--- src/rtl/muldiv_ctrl.sv ---
// Sequencer and HI/LO interlock for the shared iterative multiply/divide unit.
// Decodes the ID instruction, launches the unit, counts its steps and stalls dependents.
module muldiv_ctrl #(
    parameter int MUL_CYCLES = 32,
    parameter int DIV_CYCLES = 32,
    parameter int CNT_W      = 6
) (
    input  logic             clk,
    input  logic             rst,
    input  logic [31:0]      instr,
    input  logic             id_valid,
    input  logic             flush,
    output logic             md_start,
    output logic [1:0]       md_op,
    output logic             md_step,
    output logic             hilo_we,
    output logic             busy,
    output logic [CNT_W-1:0] remain,
    output logic             en_pc,
    output logic             hazard
);

    typedef enum logic [1:0] {IDLE, RUN, WB} state_t;

    localparam logic [CNT_W-1:0] MUL_LOAD = CNT_W'(MUL_CYCLES);
    localparam logic [CNT_W-1:0] DIV_LOAD = CNT_W'(DIV_CYCLES);
    localparam bit CFG_OK = (MUL_CYCLES >= 1) && (DIV_CYCLES >= 1) &&
                            (MUL_CYCLES < (2 ** CNT_W)) && (DIV_CYCLES < (2 ** CNT_W));

    state_t           state;
    logic [CNT_W-1:0] count;
    logic             is_special;
    logic             is_md;
    logic             is_hilo;
    logic             issue;
    logic             unused_instr_bits;

    // funct 24..27 (mul/div) and 16..19 (HI/LO moves) differ only in the two low bits
    assign is_special        = (instr[31:26] == 6'd0);
    assign is_md             = is_special && (instr[5:2] == 4'b0110);
    assign is_hilo           = is_special && (instr[5:2] == 4'b0100);
    assign unused_instr_bits = ^instr[25:6];

    assign busy    = (state != IDLE);
    assign hazard  = id_valid & ~flush & (is_md | is_hilo) & busy;
    assign en_pc   = ~hazard;
    assign issue   = id_valid & ~flush & is_md & (state == IDLE) & ~hazard;
    assign md_step = (state == RUN) & ~md_start;
    assign hilo_we = (state == WB);
    assign remain  = count;

    always_ff @(posedge clk or posedge rst) begin
        if (rst) begin
            state    <= IDLE;
            count    <= '0;
            md_op    <= '0;
            md_start <= 1'b0;
        end else begin
            case (state)
                IDLE: begin
                    if (issue) begin
                        state    <= RUN;
                        md_op    <= instr[1:0];
                        count    <= instr[1] ? DIV_LOAD : MUL_LOAD;
                        md_start <= 1'b1;
                    end
                end
                RUN: begin
                    if (md_start) begin
                        md_start <= 1'b0;
                    end else if (count == CNT_W'(1)) begin
                        state <= WB;
                        count <= '0;
                    end else begin
                        count <= count - 1'b1;
                    end
                end
                WB: begin
                    state <= IDLE;
                end
                default: begin
                    state    <= IDLE;
                    count    <= '0;
                    md_start <= 1'b0;
                end
            endcase
        end
    end

    a_cfg: assert property (@(posedge clk) CFG_OK)
        else $error("muldiv_ctrl: cycle parameters out of range for CNT_W");

    a_no_wrap: assert property (@(posedge clk) disable iff (rst) md_step |-> (count != '0))
        else $error("muldiv_ctrl: step with zero count");

endmodule

--- config.mk ---
export PLATFORM = sky130hd
export DESIGN_NAME = muldiv_ctrl
export DESIGN_NICKNAME = d
export VERILOG_FILES = /design/src/rtl/muldiv_ctrl.sv
export SDC_FILE = /design/constraint.sdc
export NUM_CORES = 1
export LEC_CHECK = 0
export BUFFER_PORTS_ARGS = -buffer_cell sky130_fd_sc_hd__buf_2
export CAP_MARGIN = 20
export CORE_MARGIN = 2
export CORE_UTILIZATION = 40
export CTS_CLUSTER_DIAMETER = 200
export DETAILED_ROUTE_END_ITERATION = 8
export PLACE_DENSITY = 0.78
export SETUP_SLACK_MARGIN = 0.15
export SLEW_MARGIN = 20
export SYNTH_ARGS = -nofsm -noshare
export SYNTH_HDL_FRONTEND = slang
export SYNTH_SLANG_ARGS = --single-unit
--- constraint.sdc ---
create_clock -name clk -period 1.8 [get_ports clk]
set_input_delay 0 -clock clk [delete_from_list [all_inputs] [get_ports clk]]
set_output_delay 0 -clock clk [all_outputs]
set_load 0.01 [all_outputs]
==> impl_results.md, run 1 <==
* Status: completed
* #FFs+latches synth at 11
* Share of layout cells above drive strength 1 at between 40% and 50%
* Routed Antenna Nets at 0
* Worst-path clk slew at approximately 70 ps
* CTS Buffer Depth at 2
* Global-route usage over all layers at around 20%
* RR Endpoint: remain[2]
* Post-DP HPWL at roughly 1.3 mm
* Post-CTS Resized at 0
* Fmax at 734.3 MHz
* Reg2Reg Depth at 6
* Initial antenna violation count at 0
* Drt total wl at ~1.6 mm
* Hold WS at ~42 ps
* Initial Utilization at between 40% and 50%
* Max Slew Vio Count at 0
* Avg Cell Area, Syn at between 9 and 10 µm²
* Net count after synthesis at ~110
* WHS Endpoint: state[0]
* Setup TNS at 0 ps
* Synth area leaders: dfrtp_1, nor3_1, inv_1, mux2_4, ha_1
* Crit end category: register
* Post-CTS setup buffers at 0
* Crit-path cells: inv_1 > ha_1 > nor2b_1 > nand2_1 > a2bb2oi_1 > o2bb2ai_1
* CP bufs+invs at 1
* Chip width at 45.37 µm
* Final setup viols at 0
* Yosys top cell area share at around two fifths
* Max Cap Viol at 0
* Fraction of registers with async set or reset after synthesis at 100.0%
* Diode count at 0
* Fin crit share at about three quarters
* Final core occ at approximately 60%
* Final Instance Area at just over 900 µm²
* Vias in the first global route at 654
* Die H at 45.37 µm
* First-pass GRT wire length at between 2 and 3 mm
* # clock sinks at 11
* YS warnings at 0
* I/O pin total at 50
* Avg WL per Cell at between 10 and 15 µm
* Max transition margin at between 70% and 80%
* Dpl cell area at approximately 850 µm²
* Register area share after synthesis at 40.22%
* CP max stage cell: dfrtp_1
* Pwr per Cell Area at 503.3 nW/µm²
* Skew-Pair Late Insertion Delay at 270 ps
* GRT overflow at 0
* Final min period at 1362 ps
* Ys flop type: dfrtp_1
* CP arrival at around 1500 ps
* Clock skew at between 2 and 3 ps
* Worst min path class: in2reg
* CTS tree: yes
* Startpoint Class: register
* Row count at 14
* Hold_sp: instr[3]
* CORE AREA at between 1500 and 2000 µm²
* Reg-to-reg critical path startpoint: remain[1]
* RSZ-0062 raised after global routing: no
* Worst setup path class: reg2reg
* Largest net degree at the start of global routing at 12
* Delay-heaviest family, CP: flip-flops
* Pleak at ~0.47 nW
* Vias after detailed routing at 650
* DRC violations left at 0
* Gate Count Post-Synth at 70
* H-tree levels at 1
* Die footprint at 2058 µm²
* Vias per std cell at roughly 5.3
* Endpoints failing hold at 0
* Tightest Pin Transition at between 400 and 500 ps
* Internal reg-to-reg setup slack at 440 ps
* Clk root buf: clkbuf_4
* Hold depth at 3
* Drt initial violations at 11
* Maximum VDD drop at between 0.0003 and 0.0004 V
* Post-Syn Area at around 700 µm²
* Number of synthesized flops with an enable pin at 0
* Library cells used by synthesis at 30
* Routability cong. at just under 0.8
* Num CTS Buffers at 3
* Power, Total at about 0.00046 W
* Crit Path Max Fanout at 5
* Slowest cell delay on critical path at ~410 ps
* Hold-fix buffers, CTS at 3
* Area Growth Syn to Fin at 33.09%
* Port bufs at 29
* Nets at 145
* Area leader, netlist: dfrtp_1
* TritonRoute pass-1 iters at 4
* Worst EP required at 1960 ps
==> tightest hold or removal path: cells and delay by family <==
kind,cells,cell delay [ps]
buffers and inverters,1,120
and+or+nand+nor,2,160
==> worst max-delay path by stage <==
stage | from | end | slack [ps] | depth (start not counted)
after floorplan | md_start | remain[5] | 520 | 5
after global placement | remain[2] | remain[0] | 480 | 3
after detailed placement | remain[1] | remain[2] | 460 | 6
after CTS | remain[1] | remain[2] | 440 | 6
after global routing | remain[2] | remain[2] | 330 | 4
final | remain[1] | remain[2] | 440 | 6
==> per-layer routing <==
metal	track usage [%]	routed length [µm]
met5	0	0
met4	5.294	6
met3	4.800	94
met2	34.00	910
met1	24.38	614
==> final cells by class <==
class	instances	area, µm²
clock buffer	3	22.52
clock inverter	1	5.005
fill	131	648.1
inverter	9	33.78
multi-input combinational	49	371.6
sequential	11	275.3
tap	16	20.02
timing repair buffer	33	182.7
==> cells by family after synthesis <==
logic type / count (synthesis) / share of synthesized area [%]
AO/OA/AOI/OAI: 13 / 13.16
adder cells (fa/ha/maj): 2 / 3.656
buffers and inverters: 10 / 5.484
flip-flops: 11 / 40.22
multiplexers: 3 / 5.850
AND/OR/NAND/NOR: 31 / 31.63
==> state kept, by name, summed over array words and instances, names as in the netlist <==
signal / count
md_op: 2
md_start: 1
remain: 6
state: 2
==> power breakdown <==
| group | internal (W) | switching [W] |
|---|---|---|
| logic | 0.0000209 | 0.0000187 |
| clock network | 0.0000824 | 0.0000895 |
| registers | 0.000247 | 0 |
==> cells in the final DEF, fill, tap and decap left out, types with 2 or more instances in the layout <==
master          n
nor2_1          6
nand2b_1        2
o21ai_1         3
nand2_1         5
a21o_1          2
nand3_1         2
buf_2          29
mux2_4          2
ha_1            2
a21oi_1         2
dfrtp_1        11
o2bb2ai_1       2
nor3_1          6
clkbuf_4        3
inv_1           8
dlygate4sd3_1   3
==> through the flow <==
step	setup slack, ps	instances
floorplan	518.7	70
global placement	475.8	115
detailed placement	459.5	115
CTS	435.6	122
global route	329.0	122
finish	438.2	122
==> cell usage after synthesis (2+ instances only) <==
cell type	n
o2bb2ai_1	2
ha_1	2
dfrtp_1	11
a21o_1	2
nand2_1	5
o21ai_1	3
inv_1	8
mux2_4	2
nor3_1	6
nand2b_1	2
nand3_1	2
nor2_1	6
a21oi_1	2
(Power assumes the default switching activity.)
==> inputs of run 2 (changes only) <==
Settings changed: CORE_UTILIZATION 40 to 35, PLACE_DENSITY 0.78 to 0.73.
Clock period 1.8 ns to 1.2 ns, I/O delays scaled along.
==> run 2 against run 1 <==
  * The flow now finishes with violations (setup timing)
  * Via count grew 9.8%
  * First-iteration DRC count down 64%
  * Global-route usage shrank 2.6 points
  * Combinational power is 59% higher
  * Clock skew decreased by 0.98 ps
  * Sequential share of layout area down 6.3 points
  * Final area up 29%
  * Maximum frequency increased by 12%
  * Critical endpoint is now remain[0]
  * Largest cell class unchanged
==> impl_results.md, run 2 (synthesis results as in run 1) <==
* Status: finished, violations left
* Failing checks: setup timing
* Pwr per Cell Area at 584.4 nW/µm²
* Port bufs at 29
* Max transition margin at ~72%
* CP arrival at roughly 1400 ps
* Vias per std cell at a little under 5
* Dpl cell area at approximately 990 µm²
* CTS Buffer Depth at 2
* GRT overflow at 0
* Global-route usage over all layers at about 17%
* Final core occ at about two thirds
* Final Instance Area at between 1000 and 1500 µm²
* Worst setup path class: reg2reg
* Chip width at a little under 50 µm
* Fmax at 820.7 MHz
* Crit end category: register
* Share of layout cells above drive strength 1 at a little over three fifths
* Row count at 15
* First-pass GRT wire length at between 2 and 3 mm
* Commonest non-fill, non-tap cell in the layout: buf_2
* H-tree levels at 1
* Area Growth Syn to Fin at 72.03%
* Diode count at 0
* Layout fillers at between 100 and 150
* Worst EP required at roughly 1400 ps
* Pre-CTS WS at -25.18 ps
* Endpoints failing hold at 0
* Max Slew Vio Count at 0
* # clock sinks at 11
* Worst-path clk slew at ~70 ps
* Most frequent cells in the layout: buf_2, buf_4, buf_6
* Max reg flops at 6
* Final setup viols at 2
* RSZ-0062 raised after global routing: yes
* Nets at between 150 and 200
* DRC violations left at 0
* Largest net degree at the start of global routing at 12
* TritonRoute pass-1 iters at 4
* Startpoint Class: register
* Setup TNS at -25.77 ps
* Avg WL per Cell at 12.24 µm
* Skew-Pair Late Insertion Delay at approximately 270 ps
* Max Cap Viol at 0
* Pleak at ~0.57 nW
* CORE AREA at between 1500 and 2000 µm²
* Routed Antenna Nets at 0
* Clk root buf: clkbuf_4
* Tightest Pin Transition at 419.7 ps
* Worst setup margin at -18.54 ps
* Post-DP HPWL at roughly 1.3 mm
* Die H at between 40 and 50 µm
* Maximum VDD drop at about 0.0004 V
* Routability cong. at a little over 0.8
* Drt total wl at around 1.8 mm
* Fin crit share at 101.5%
* Vias in the first global route at between 600 and 700
* Worst min path class: in2reg
* Initial antenna violation count at 0
* Drt initial violations at 4
* Internal reg-to-reg setup slack at -20 ps
* Clock skew at 1.745 ps
* Crit Path Max Fanout at 5
* Vias after detailed routing at ~710
* Num CTS Buffers at 3
* Die footprint at ~2300 µm²
* Initial Utilization at 38.39%
* CTS tree: yes
* Final min period at 1219 ps
* I/O pin total at 50
[run 2: cell count changes in the layout (fill, tap and decap cells not counted), sizes merged]
cell,delta
buf,+15
clkbuf,+1
clkinv,-1
[run 2: report_power, final]
| part | leakage, nW | switching [W] | internal (W) |
|---|---|---|---|
| Sequential | 0.133 | 0 | 0.000370 |
| Clock | 0.0150 | 0.000126 | 0.000129 |
| Combinational | 0.426 | 0.0000297 | 0.0000332 |
[run 2: worst paths after layout]
path,start,to,cells past startpoint
min in group asynchronous,rst,remain[5],3
worst min register to register,md_op[0],md_op[0],1
worst max-delay path,remain[1],remain[0],5
max in group asynchronous,rst,remain[1],3
worst max register to register,remain[1],remain[0],5
worst min-delay path,flush,md_start,5
[run 2: worst max-delay path, cell delays in order (launching register included)]
cell and delay (ps):
dfrtp_2 420, inv_2 80, ha_4 130, nor2b_4 160, nand2_4 80, a32o_1 230
[run 2: what timing repair did]
item | 4_1_cts | 5_1_grt
resized for setup | 12 | 10
pin swaps | 6 | 4
endpoints found under the hold margin | 13 | 0
setup endpoints to repair | 16 | 18
buffers inserted | 2 | 2
hold buffers | 3 | 0
[run 2: layout make-up]
type	instances	area, µm²	area share [%]
clock buffers	4	26.28	2.232
flip-flops and latches	11	281.5	23.91
multi-input cells	49	471.7	40.06
repair buffers	48	332.8	28.27
well taps	25	31.28	2.657
inverters	9	33.78	2.869
[run 2: layer usage]
layer | global-route usage, % | part of all wire [%] | vias to the layer above | wire length (µm)
met5 | 0 | 0 | - | 0
met4 | 4.324 | 1.5 | 0 | 27
met3 | 5.556 | 3.4 | 2 | 61
met2 | 27.37 | 51 | 15 | 914
met1 | 22.32 | 44 | 340 | 784
li1 | - | - | 357 | -
[run 2: metrics by stage]
step	std cells	power (W)	hold WS (ps)
6_report	146	0.0006881	222.4
3_5_place_dp	135	0.0004327	20.49
5_1_grt	146	0.0007227	239.5
4_1_cts	144	0.0006915	228.5
3_3_place_gp	135	0.0004310	12.04
2_1_floorplan	70	0.0003942	-147.7
==> inputs of run 3 (changes only) <==
Settings changed: CORE_UTILIZATION 35 to 25, PLACE_DENSITY 0.73 to 0.55.
==> run 3 against run 2 <==
  * The run still ends with setup timing left
  * Clock power rose by 3%
  * Highest routed layer unchanged
  * Flip-flop and latch count did not move
  * Die area rose by 36%
  * Final cell count rose by 4.1%
  * Hold slack improved by 23 ps
  * Core utilization fell by 20 points
  * Sequential share of layout area rose by 0.098 points
  * Maximum frequency rose by 0.16%
  * Largest power group unchanged
  * Count of clock-buffer cells in the layout fell by 1
  * Combinational power rose by 3.8%
  * Wire length rose by 4.1%
  * Clock skew rose by 4.8 ps
==> impl_results.md, run 3 (synthesis results as in run 1) <==
* Status: finished, violations left
* Failing checks: setup timing
* Diode count at 0
* I/O pin total at 50
* DRC violations left at 0
* First-pass GRT wire length at between 3 and 4 mm
* Share of layout cells above drive strength 1 at between 60% and 70%
* Port bufs at 29
* Avg WL per Cell at 12.24 µm
* Startpoint Class: register
* Routability cong. at about 0.78
* CORE AREA at about 2500 µm²
* Slowest cell delay on critical path at roughly 420 ps
* CTS tree: yes
* Initial antenna violation count at 0
* CP max stage cell: dfrtp_2
* Crit end category: register
* Delay-heaviest family, CP: flip-flops
* Routed Antenna Nets at 0
* Max Slew Vio Count at 0
* Post-DP HPWL at roughly 1.5 mm
* GRT overflow at 0
* Row count at 18
* Die footprint at between 3000 and 4000 µm²
* Fmax at ~820 MHz
* Drt initial violations at 3
* # clock sinks at 11
* Clock skew at 6.508 ps
* Highest metal layer with signal wires: met4
* H-tree levels at 1
* Clk root buf: clkbuf_4
* RSZ-0062 raised after global routing: yes
* Num CTS Buffers at 3
* Met3 routed WL at between 60 and 70 µm
* Global-route usage over all layers at 13.37%
* Tightest Pin Transition at between 400 and 500 ps
* Endpoints failing hold at 0
* Max Cap Viol at 0
* Crit Path Max Fanout at 5
* Max transition margin at between 70% and 80%
* Vias in the first global route at 754
* Skew-Pair Late Insertion Delay at between 200 and 300 ps
* Met2 wire length at slightly above 900 µm
* Max reg flops at 6
* CP arrival at between 1000 and 1500 ps
* Worst-path clk slew at 80 ps
* Final setup viols at 3
* M1 WL at around 850 µm
* Most frequent cells in the layout: buf_2, buf_4, dfrtp_1
* TritonRoute pass-1 iters at 4
* Worst EP required at roughly 1400 ps
* Largest net degree at the start of global routing at 12
* Worst setup path class: reg2reg
* Commonest non-fill, non-tap cell in the layout: buf_2
* Area Growth Syn to Fin at 70.57%
* Maximum VDD drop at 0.0004083 V
* Drt total wl at approximately 1.9 mm
* CP bufs+invs at 1
* CTS Buffer Depth at 2
* Vias after detailed routing at between 700 and 800
* Pleak at roughly 0.58 nW
* Chip width at between 50 and 60 µm
* Layout fillers at about 260
* Pwr per Cell Area at ~600 nW/µm²
* Final min period at 1217 ps
* Worst setup margin at -16.60 ps
* Worst min path class: in2async
* Die H at about 56 µm
* Fin crit share at 101.4%
* Initial Utilization at 26.89%
* Nets at between 150 and 200
* Power, Total at about 0.00070 W
* Crit-path cells: inv_4 > ha_4 > nor2b_4 > nand2_4 > a32o_1
* Vias per std cell at 4.658
* Pre-CTS WS at -46.08 ps
## run 3: cell types whose count changed in the layout (fill, tap and decap cells not counted), moves of 2 or more
cell,previous run,this run
buf_6,8,1
buf_4,11,15
buf_2,26,29
o21ai_1,2,4
o21ai_2,2,0
## run 3: path summary, 6_finish.rpt
kind	endpoint	slack [ps]	from	depth (start not counted)
worst max register to register	remain[0]	-20	remain[1]	5
worst max-delay path	remain[0]	-20	remain[1]	5
worst min-delay path	remain[5]	250	rst	3
max in group asynchronous	remain[1]	640	rst	3
worst min register to register	md_op[1]	520	md_op[1]	1
min in group clk	state[0]	250	instr[3]	5
## run 3: report_power, final
part           internal, W  leakage (nW)  switching [W]  total (W)
registers         0.000370         0.135              0   0.000370
clock network     0.000123        0.0177       0.000140   0.000263
logic            0.0000352         0.424      0.0000301  0.0000653
total             0.000529         0.576       0.000170   0.000699
## run 3: worst min-delay path, stage by stage
cell and delay [ps]:
dlygate4sd3_1 520, buf_2 110, inv_1 310
## run 3: area by class of cell
cell class              count  area [µm²]  share of cell area, %
flip-flops and latches     11       280.3                  24.01
inverters                   9       36.28                  3.108
well taps                  30       37.54                  3.215
multi-input cells          49       466.7                  39.98
repair buffers             49       319.1                  27.33
clock buffers               3       22.52                  1.929
clock inverters             1       5.005                 0.4287
## run 3: repair_timing
action | 4_1_cts | 5_1_grt
hold buffers | 3 | 0
resized for setup | 13 | 1
hold endpoints to repair | 13 | 0
endpoints found under the setup margin | 16 | 16
setup buffers | 2 | 0
pin swaps | 7 | 2
## run 3: stage by stage
| stage | TNS [ps] | util, % | cell area (µm²) | hold slack, ps | std cells |
|---|---|---|---|---|---|
| after global placement | -26.80 | 40.17 | 1022 | 16.81 | 143 |
| after CTS | -119.4 | 45.82 | 1166 | 256.5 | 152 |
| after floorplan | -5.372 | - | 740.7 | -147.7 | 70 |
| after global routing | -633.9 | 45.87 | 1167 | 262.2 | 152 |
| final | -35.98 | 45.87 | 1167 | 245.0 | 152 |
| after detailed placement | -93.49 | 40.17 | 1022 | 20.13 | 143 |
## run 3: metal layers
layer / up-vias / global-route usage (%)
li1: 356 / -
met3: 2 / 3.456
met1: 336 / 15.98
met4: 0 / 4.082
met5: - / 0
met2: 14 / 23.36
